--- src/rtl/synthetic_2_flow_sequencer.sv ---
// synthetic_2_flow_sequencer: timed actuator sequencer for the Planar_Synthetic_2 fluidic chip
module synthetic_2_flow_sequencer #(
  parameter int CNT_W         = 16,
  parameter int FILL_CYC      = 1000,
  parameter int MIX_CYC       = 4000,
  parameter int HEAT_CYC      = 8000,
  parameter int DRAIN_TIMEOUT = 2000
) (
  input  logic       clk,
  input  logic       rst,
  input  logic       start,
  input  logic       abort,
  input  logic       out_detect,
  output logic       inlet_valve,
  output logic [3:0] mixer_en,
  output logic [3:0] heater_en,
  output logic       busy,
  output logic       done,
  output logic       error,
  output logic [3:0] stage
);
  typedef enum logic [3:0] {
    IDLE = 4'd0, FILL = 4'd1, MIX1 = 4'd2, MIX2 = 4'd3, HEAT13 = 4'd4, MIX3 = 4'd5,
    HEAT2 = 4'd6, MIX4 = 4'd7, HEAT4 = 4'd8, DRAIN = 4'd9, DONE = 4'd10, ERROR = 4'd15
  } state_t;
  // A zero dwell behaves as a one-cycle dwell
  localparam logic [CNT_W-1:0] FILL_L  = CNT_W'(FILL_CYC > 0 ? FILL_CYC - 1 : 0);
  localparam logic [CNT_W-1:0] MIX_L   = CNT_W'(MIX_CYC > 0 ? MIX_CYC - 1 : 0);
  localparam logic [CNT_W-1:0] HEAT_L  = CNT_W'(HEAT_CYC > 0 ? HEAT_CYC - 1 : 0);
  localparam logic [CNT_W-1:0] DRAIN_L = CNT_W'(DRAIN_TIMEOUT > 0 ? DRAIN_TIMEOUT - 1 : 0);
  state_t state, nxt;
  logic [CNT_W-1:0] cnt, load;
  logic expired;
  assign expired = cnt == '0;
  always_comb begin
    nxt = IDLE;
    case (state)
      IDLE:    nxt = start ? FILL : IDLE;
      FILL:    nxt = expired ? MIX1 : FILL;
      MIX1:    nxt = expired ? MIX2 : MIX1;
      MIX2:    nxt = expired ? HEAT13 : MIX2;
      HEAT13:  nxt = expired ? MIX3 : HEAT13;
      MIX3:    nxt = expired ? HEAT2 : MIX3;
      HEAT2:   nxt = expired ? MIX4 : HEAT2;
      MIX4:    nxt = expired ? HEAT4 : MIX4;
      HEAT4:   nxt = expired ? DRAIN : HEAT4;
      DRAIN:   nxt = out_detect ? DONE : expired ? ERROR : DRAIN;
      default: nxt = IDLE;
    endcase
    if (abort) nxt = IDLE;
  end
  assign load = (nxt == FILL) ? FILL_L :
                (nxt inside {MIX1, MIX2, MIX3, MIX4}) ? MIX_L :
                (nxt inside {HEAT13, HEAT2, HEAT4}) ? HEAT_L :
                (nxt == DRAIN) ? DRAIN_L : '0;
  // Outputs decode the next state so actuators switch on the same edge as the state
  always_ff @(posedge clk) begin
    if (rst) begin
      state       <= IDLE;
      cnt         <= '0;
      inlet_valve <= 1'b0;
      mixer_en    <= '0;
      heater_en   <= '0;
      busy        <= 1'b0;
      done        <= 1'b0;
      error       <= 1'b0;
      stage       <= '0;
    end else begin
      state       <= nxt;
      cnt         <= (nxt != state) ? load : expired ? cnt : cnt - 1'b1;
      inlet_valve <= nxt == FILL || nxt == DRAIN;
      mixer_en    <= {nxt == MIX4, nxt == MIX3, nxt == MIX2, nxt == MIX1};
      heater_en   <= {nxt == HEAT4, nxt == HEAT13, nxt == HEAT2, nxt == HEAT13};
      busy        <= nxt != IDLE;
      done        <= nxt == DONE;
      error       <= (state == IDLE && nxt == FILL) ? 1'b0 : (nxt == ERROR) | error;
      stage       <= nxt;
    end
  end
endmodule
--- config.mk ---
export PLATFORM = sky130hd
export DESIGN_NAME = synthetic_2_flow_sequencer
export DESIGN_NICKNAME = d
export VERILOG_FILES = /design/src/rtl/synthetic_2_flow_sequencer.sv
export SDC_FILE = /design/constraint.sdc
export NUM_CORES = 1
export LEC_CHECK = 0
export BUFFER_PORTS_ARGS = -buffer_cell sky130_fd_sc_hd__buf_2
export CAP_MARGIN = 20
export CORE_UTILIZATION = 51
export DETAILED_ROUTE_END_ITERATION = 7
export PLACE_DENSITY = 0.74
export SYNTH_ARGS = -nofsm -noshare
export SYNTH_HDL_FRONTEND = slang
export SYNTH_SLANG_ARGS = --single-unit
--- constraint.sdc ---
create_clock -name clk -period 2.4 [get_ports clk]
set_clock_uncertainty 0.2 [all_clocks]
set_input_delay 0.36 -clock clk [delete_from_list [all_inputs] [get_ports clk]]
set_output_delay 0.36 -clock clk [all_outputs]
set_load 0.02 [all_outputs]
# --- Yosys cells after proc, flatten, opt, wreduce, memory -nomap -nowiden ---
# Cells that the tools add are included.
word_totals:
  output_inout_bits: 16
  in_bits: 5
  word_cells: 59
  ff_bits: 32
  latchBits: 0
  ram_bits: 0
  rom_bits: 0
  mem_count: 0
classes:
  div: 0
  shifts: 0
  n_reduce_logical: 8
  bitwise: 1
  n_addsub: 1
  n_eq_ne: 22
  n_mux: 19
  order_cmp: 0
  n_mul: 0
ops:
  columns: ["cell", "count"]
  rows:
  - ["$pmux 4 s10", 1]
  - ["$mux 13", 3]
  - ["$eq 4x3->1 const B", 8]
  - ["$mux 16", 2]
  - ["$eq 4x4->1 const B", 6]
  - ["$eq 4x2->1 const B", 4]
  - ["$logic_not 16->1", 1]
  - ["$sub 16x1->16 const B", 1]
  - ["$mux 11", 1]
  - ["$mux 3", 3]
  - ["$eq 4x1->1 const B", 2]
  - ["$mux 4", 2]
  - ["$reduce_bool 4->1", 2]
  - ["$mux 1", 5]
  - ["$logic_not 4->1", 1]
  - ["$mux 2", 2]
  - ["$ne 4x4->1", 1]
  - ["$reduce_bool 3->1", 1]
  - ["$ne 2x1->1 const B", 1]
  - ["$reduce_or 2->1", 1]
  - ["$logic_and 1x1->1", 1]
  - ["$logic_or 1x1->1", 1]
  - ["$or 1x1->1", 1]

# --- Depth between registers and ports, before layout ---
# Gate-level depths: netlist of the first run.
depth:
  word_depth: 11
  ltp_mapped: 11
  mapped_depth_nobuf: 9

# --- Least setup slack after synthesis of the first run ---
# No wires, ideal clock.
synth_timing:
  path_type: "register to register"
  from: "reg cnt[0]"
  to: "reg cnt[2]"
  n_path_buf: 1
  t_arrival_ns: 2.199
  path_slack_ns: -0.137
  required_time_ns: 2.062
  setup_time_ns: 0.138
  period_less_slack_ns: 2.537
  path_stages_with_launch: 11
  cell_sequence: "dfxtp_1 -> inv_1 -> ha_1 -> nor2b_1 -> and3_1 -> buf_2 -> a32o_1 -> o21ai_0 -> and4bb_2 -> o311ai_1 -> o21ai_0"
synth_between:
  elab_chain_len: 11
  elab_cells_between_ends: 33
  classes_between: "add/sub: 1; eq/ne: 11; mux: 18; reduce/logical: 3"
synth_lines:
  columns: ["item", "line_no", "rtl"]
  rows:
  - ["from (decl)", "32", "logic [CNT_W-1:0] cnt, load;"]
  - ["from (signal assigned)", "70", "cnt <= (nxt != state) ? load : expired ? cnt : cnt - 1'b1;"]
  - ["$logic_not 16->1", "34", "assign expired = cnt == '0;"]
  - ["$mux 3 (2 in series)", "47", "DRAIN: nxt = out_detect ? DONE : expired ? ERROR : DRAIN;"]
  - ["$pmux 4 s10", "37", "case (state)"]
  - ["$mux 4", "50", "if (abort) nxt = IDLE;"]
  - ["$eq 4x3->1 (tied with other cells)", "54", "(nxt inside {HEAT13, HEAT2, HEAT4}) ? HEAT_L :"]
  - ["$reduce_bool 3->1 / $mux 11 (equally long branches)", "54, 55", null]
  - ["$mux 13", "54", null]
  - ["$mux 13", "53", "(nxt inside {MIX1, MIX2, MIX3, MIX4}) ? MIX_L :"]
  - ["$mux 13", "52", "assign load = (nxt == FILL) ? FILL_L :"]
  - ["$mux 16", "70", null]
# Several ways; a longest one is shown, not always the timed one. The select of a mux whose other input is x is not followed.
# A chain may end at the register's enable or synchronous reset.

# --- Final worst setup path of the first run ---
layout_timing:
  from: "reg cnt[0]"
  to: "reg cnt[7]"
# Same word-level chain as after synthesis.

==> impl_metrics.env, run 1 <==
export IMPL_path_delay_family="simple AND/OR/NAND/NOR gates"
export IMPL_clock_sinks=31
export IMPL_firstDrtPassIters=5
export IMPL_die_h_um=59.3
export IMPL_drt_iter0_drc=108
export IMPL_power_leakage_nw=0.981
export IMPL_ys_seq_area_share_pct=37.0
export IMPL_yosys_area_top_type_share_pct=37.0
export IMPL_numCtsBuffers=5
export IMPL_timing_final_ws_setup_ns=-0.0407
export IMPL_cp_max_fo=6
export IMPL_setup_viol=7
export IMPL_multi_input_area_um2=1080
export IMPL_syn_avg_cell_area_um2=8.47
export IMPL_cts_root_buf="clkbuf_4"
export IMPL_h_tree_depth=2
export IMPL_ff_latch_area_um2=628
export IMPL_track_usage_pct=28.9
export IMPL_power_density_nw_per_um2=1190
export IMPL_synth_cell_types=49
export IMPL_critPathBufInv=3
export IMPL_cp_end_kind="flip-flop"
export IMPL_netlist_instances=198
export IMPL_yosysWarnings=0
export IMPL_die_w_um=59.3
export IMPL_worstMarginPinSlew_ns=0.405
export IMPL_synth_edff_count=0
export IMPL_max_freq_mhz=410
export IMPL_wirelength_um=5110
export IMPL_finalCritPeriodShare_pct=102
export IMPL_nNetsFinal=266
export IMPL_start_util_pct=54.5
export IMPL_fin_util_pct=74.9
export IMPL_clock_latency_ns=0.34
export IMPL_grt_pass1_wl_um=7570
export IMPL_num_vias=1803
export IMPL_core_area_um2=3080
export IMPL_irDropWorstVdd_uv=690
export IMPL_dpl_hpwl_um=3380
export IMPL_drcViolationCount=0
export IMPL_synth_nets=204
export IMPL_synth_async_reset_ratio_pct=0
export IMPL_cp_data_arrival_time_ns=2.48
export IMPL_critPathKind="reg -> reg"
export IMPL_drv_slew=0
export IMPL_gp_congestion=0.904
export IMPL_cts_tree="yes"
export IMPL_syn_area_um2=1680
export IMPL_synth_top_area_cell="dfxtp_1"
export IMPL_max_cap_violations=0
export IMPL_rsz0062_at_grt="true"
export IMPL_synth_most_common_cell="dfxtp_1"
export IMPL_cp_required_ns=2.44
export IMPL_drive_gt1_share_pct=40.2
export IMPL_grt_pass1_vias=1595
export IMPL_rows=20
export IMPL_synthTopCellsByCount="dfxtp_1, nor2_1, nor3_1, nand2_1, xnor2_1"
export IMPL_fin_tns_setup_ns=-0.201
export IMPL_drtAntennaViolNets=0
export IMPL_hold_violations=0
export IMPL_status="finished, violations left"
export IMPL_antenna_found_initial=0
export IMPL_fill_cells=230
export IMPL_slowest_stage="dfxtp_2"
export IMPL_overflow=0
export IMPL_wire_per_inst_um=16.8
export IMPL_synth_area_leaders="dfxtp_1, nor2_1, xnor2_1"
export IMPL_cp_start_kind="flip-flop"
export IMPL_critical_path_cell_chain="inv_2 -> ha_4 -> nor2b_4 -> and3_4 -> buf_12 -> a311o_1 -> nand2_1 -> and4bb_4 -> buf_6 -> o311a_1"
export IMPL_clockBufferDepth=2
export IMPL_ff2ff_setup_slack_ns=-0.04
export IMPL_slew_headroom_pct=72.8
export IMPL_min_period_ns=2.44
export IMPL_hold_path_class="in -> reg"
export IMPL_ios=21
export IMPL_holdWs_ns=0.0662
export IMPL_portBuffers=20
export IMPL_area_delta_synth_final_pct=37.5
export IMPL_ys_ff_latch=31
export IMPL_violations="negative setup slack"
export IMPL_slowest_delay_ns=0.35
export IMPL_diodes=0
export IMPL_dieArea_um2=3520
export IMPL_synth_ff_type="dfxtp_1"
export IMPL_grt_max_degree=14
export IMPL_vias_per_cell=5.91
export IMPL_total_power_mw=2.74
export IMPL_clk_pin_slew_worst_paths_ns=0.11
==> layer usage <==
layer,up-vias,routed length [um],global-route usage [%]
li1,843,-,-
met1,845,2050,40.2
met2,93,2420,45.1
met3,22,462,5.02
met4,0,187,9.18
met5,-,0,0
==> placed cells by master (no fill, tap or decap), types with 4 or more instances in the layout <==
cell,instances
dfxtp_2,6
nor2_1,23
nand3_1,4
a31oi_1,4
buf_4,43
xnor2_1,10
buf_2,20
clkbuf_4,5
nor3_1,13
nand2_1,10
o22ai_1,4
o21ai_0,5
or3_1,6
dfxtp_1,25
inv_1,4
xor2_1,5
a21oi_1,9
==> registers in the layout (all words and copies together), names as in the netlist <==
name,flops
error,1
done,1
state,4
mixer_en,4
heater_en,3
cnt,16
busy,1
inlet_valve,1
==> layout make-up <==
class | count | share of cell area, %
Timing Repair Buffer | 66 | 20.2
Multi-Input combinational cell | 149 | 46.9
Clock buffer | 7 | 1.95
Clock inverter | 1 | 0.217
Sequential cell | 31 | 27.3
Tap cell | 44 | 2.39
Inverter | 7 | 1.14
==> kinds of logic (layout without fill, tap and decap cells) <==
| logic type | Yosys count | count (layout) | synth area share [%] |
|---|---|---|---|
| AND/OR/NAND/NOR | 89 | 89 | 29.0 |
| AO/OA/AOI/OAI | 44 | 44 | 20.0 |
| flip-flops | 31 | 31 | 37.0 |
| buffers and inverters | 18 | 81 | 5.45 |
| XOR/XNOR | 15 | 15 | 7.84 |
| adder cells (fa/ha/maj) | 1 | 1 | 0.746 |
==> timing repair <==
| action | CTS | global route |
|---|---|---|
| hold buffers | 0 | 0 |
| resized for setup | 10 | 19 |
| pin swaps | 6 | 12 |
| buffers inserted | 2 | 7 |
| setup endpoints to repair | 8 | 13 |
==> worst register-to-register path, delay by kind of cell, from the launching register on <==
family          cells  cell delay (ns)
compound gates      2             0.64
fa+ha+maj           1             0.15
buf+inv             3             0.30
flops               1             0.35
simple gates        4             0.69
==> worst paths after layout <==
kind                            start                   to  depth (start not counted)
hold reg to reg      error$_SDFF_PP0_     error$_SDFF_PP0_                          1
setup / recovery  cnt[0]$_SDFFE_PP0P_  cnt[7]$_SDFFE_PP0P_                         10
hold / removal                    rst  cnt[6]$_SDFFE_PP0P_                          2
setup reg to reg  cnt[0]$_SDFFE_PP0P_  cnt[7]$_SDFFE_PP0P_                         10
==> metrics by stage <==
| step | setup WS [ns] | area (um^2) | cells |
|---|---|---|---|
| global placement | -0.0141 | 2080 | 289 |
| detailed placement | -0.0316 | 2080 | 289 |
| floorplan | 0.00742 | 1710 | 198 |
| CTS | 0.00730 | 2170 | 299 |
| global route | -0.133 | 2300 | 305 |
| finish | -0.0407 | 2300 | 305 |
==> power breakdown <==
part | leakage (nW) | switching [mW] | internal [mW]
clock | 0.0293 | 0.189 | 0.114
combinational | 0.697 | 0.821 | 0.875
sequential | 0.255 | 0.103 | 0.636
No activity file was read; power rests on OpenSTA's default activity.
==> run 2, diff against run 1 <==
Settings changed: ABC_AREA from default to 1, CORE_UTILIZATION 51 to 52, PLACE_DENSITY 0.74 to 0.75.
==> impl_metrics.env, run 2 <==
export IMPL_status="complete, no violations"
export IMPL_wire_per_inst_um=13.5
export IMPL_critPathKind="reg -> reg"
export IMPL_grt_pass1_vias=1726
export IMPL_synth_cell_types=37
export IMPL_wirelength_um=4820
export IMPL_dpl_hpwl_um=3440
export IMPL_drt_iter0_drc=115
export IMPL_final_cell_mix="nand2_1, nor2_1, dfxtp_1"
export IMPL_cp_start_kind="flip-flop"
export IMPL_total_power_mw=2.80
export IMPL_clockBufferDepth=2
export IMPL_die_h_um=62.2
export IMPL_drcViolationCount=0
export IMPL_holdWs_ns=0.155
export IMPL_numCtsBuffers=5
export IMPL_yosys_area_top_type_share_pct=32.9
export IMPL_start_util_pct=55.2
export IMPL_synth_area_leaders="dfxtp_1, nand2_1, nor2_1"
export IMPL_ys_ff_latch=31
export IMPL_setup_viol=0
export IMPL_num_vias=1883
export IMPL_grt_max_degree=15
export IMPL_synth_async_reset_ratio_pct=0
export IMPL_ios=21
export IMPL_clock_latency_ns=0.35
export IMPL_power_leakage_nw=1.19
export IMPL_rows=21
export IMPL_final_area_um2=2320
export IMPL_clk_pin_slew_worst_paths_ns=0.11
export IMPL_synth_edff_count=0
export IMPL_antenna_found_initial=0
export IMPL_synth_top_area_cell="dfxtp_1"
export IMPL_multi_input_area_um2=1180
export IMPL_portBuffers=20
export IMPL_drtAntennaViolNets=0
export IMPL_worstMarginPinSlew_ns=0.324
export IMPL_min_period_ns=2.30
export IMPL_firstDrtPassIters=4
export IMPL_area_delta_synth_final_pct=23.0
export IMPL_overflow=0
export IMPL_drive_gt1_share_pct=31.6
export IMPL_cts_tree="yes"
export IMPL_syn_avg_cell_area_um2=7.00
export IMPL_cp_required_ns=2.42
export IMPL_hold_violations=0
export IMPL_max_cap_violations=0
export IMPL_synth_most_common_cell="nand2_1"
export IMPL_largest_reg_flops=16
export IMPL_syn_area_um2=1880
export IMPL_track_usage_pct=25.1
export IMPL_dieArea_um2=3870
export IMPL_fill_cells=332
export IMPL_die_w_um=62.2
export IMPL_post_dp_cell_area_um2=2110
export IMPL_reg_largest_list="cnt x16, mixer_en x4, state x4"
export IMPL_dp_cells=344
export IMPL_synthTopCellsByCount="nand2_1, nor2_1, dfxtp_1, inv_1, nand3_1"
export IMPL_cp_end_kind="flip-flop"
export IMPL_clock_sinks=31
export IMPL_nNetsFinal=315
export IMPL_ff_latch_area_um2=624
export IMPL_netlist_instances=269
export IMPL_top_register="cnt"
export IMPL_synth_nets=275
export IMPL_cp_max_fo=8
export IMPL_core_area_um2=3420
export IMPL_slew_headroom_pct=78.1
export IMPL_ys_seq_area_share_pct=32.9
export IMPL_h_tree_depth=2
export IMPL_grt_pass1_wl_um=7650
export IMPL_synth_ff_type="dfxtp_1"
export IMPL_power_density_nw_per_um2=1210
export IMPL_final_common_cell="nand2_1"
export IMPL_gp_congestion=0.922
export IMPL_diodes=0
export IMPL_finalCritPeriodShare_pct=95.8
export IMPL_hold_path_class="in -> reg"
export IMPL_cts_root_buf="clkbuf_4"
export IMPL_cp_data_arrival_time_ns=2.32
export IMPL_fin_tns_setup_ns=0
export IMPL_yosysWarnings=0
export IMPL_irDropWorstVdd_uv=497
export IMPL_drv_slew=0
export IMPL_max_freq_mhz=435
export IMPL_vias_per_cell=5.29
export IMPL_stdcell_count=356
==> run 2: cell type report <==
type / count / share of cell area [%]
Tap cell: 46 / 2.48
Sequential cell: 31 / 26.9
Multi-Input combinational cell: 203 / 51.1
Clock buffer: 6 / 2.21
Clock inverter: 2 / 1.51
Inverter: 28 / 4.80
Timing Repair Buffer: 40 / 11.0
==> run 2: kinds of logic after synthesis <==
family / share of synthesized area [%]
flip-flops: 32.9
adder cells (fa/ha/maj): 0.664
AND/OR/NAND/NOR: 43.8
buffers and inverters: 9.03
XOR/XNOR: 5.11
AO/OA/AOI/OAI: 8.50
==> run 2: what timing repair did <==
action | CTS | global route
gates resized for setup | 1 | 24
setup buffers | 2 | 1
setup endpoints to repair | 10 | 17
cloned | 0 | 1
pin swaps | 1 | 6
hold buffers | 0 | 0
==> run 2: critical path, cell delays in order, from the launching register on <==
cell      delay [ns]
dfxtp_1         0.38
nor2_2          0.13
nand2_1         0.13
nor2_4          0.18
nand2_4         0.08
clkinv_2        0.07
nand2_2         0.05
nand3_2         0.13
nand2_4         0.11
nand2_4         0.08
nand2_4         0.06
nor2_8          0.13
nand2_4         0.09
o21ai_4         0.16
buf_4           0.14
a21oi_1         0.05
==> run 2: metrics by stage <==
step                      util (%)  setup slack (ns)
final                         67.9             0.100
after global routing          67.9           -0.0775
after CTS                     64.8            0.0125
after detailed placement      61.8           -0.0299
after global placement        61.8            0.0358
after floorplan                  -             0.172
==> run 2: report_power, final <==
group | internal [mW] | switching, mW | leakage (nW)
Clock | 0.246 | 0.199 | 0.0482
Sequential | 0.634 | 0.108 | 0.254
Combinational | 0.654 | 0.964 | 0.889
==> run 2: worst paths after layout <==
check,startpoint,endpoint,slack [ns],cells past startpoint
setup / recovery,cnt[9]$_SDFFE_PP0P_,cnt[9]$_SDFFE_PP0P_,0.10,15
hold / removal,rst,state[0]$_SDFF_PP0_,0.16,2
setup reg to reg,cnt[9]$_SDFFE_PP0P_,cnt[9]$_SDFFE_PP0P_,0.10,15
hold reg to reg,error$_SDFF_PP0_,error$_SDFF_PP0_,0.31,2
==> run 2: per-layer routing <==
metal | global-route usage, % | part of all wire, % | up-vias
li1 | - | - | 951
met1 | 30.9 | 43 | 846
met2 | 44.0 | 49 | 75
met3 | 5.51 | 6.0 | 11
met4 | 6.98 | 1.9 | 0
met5 | 0 | 0 | -
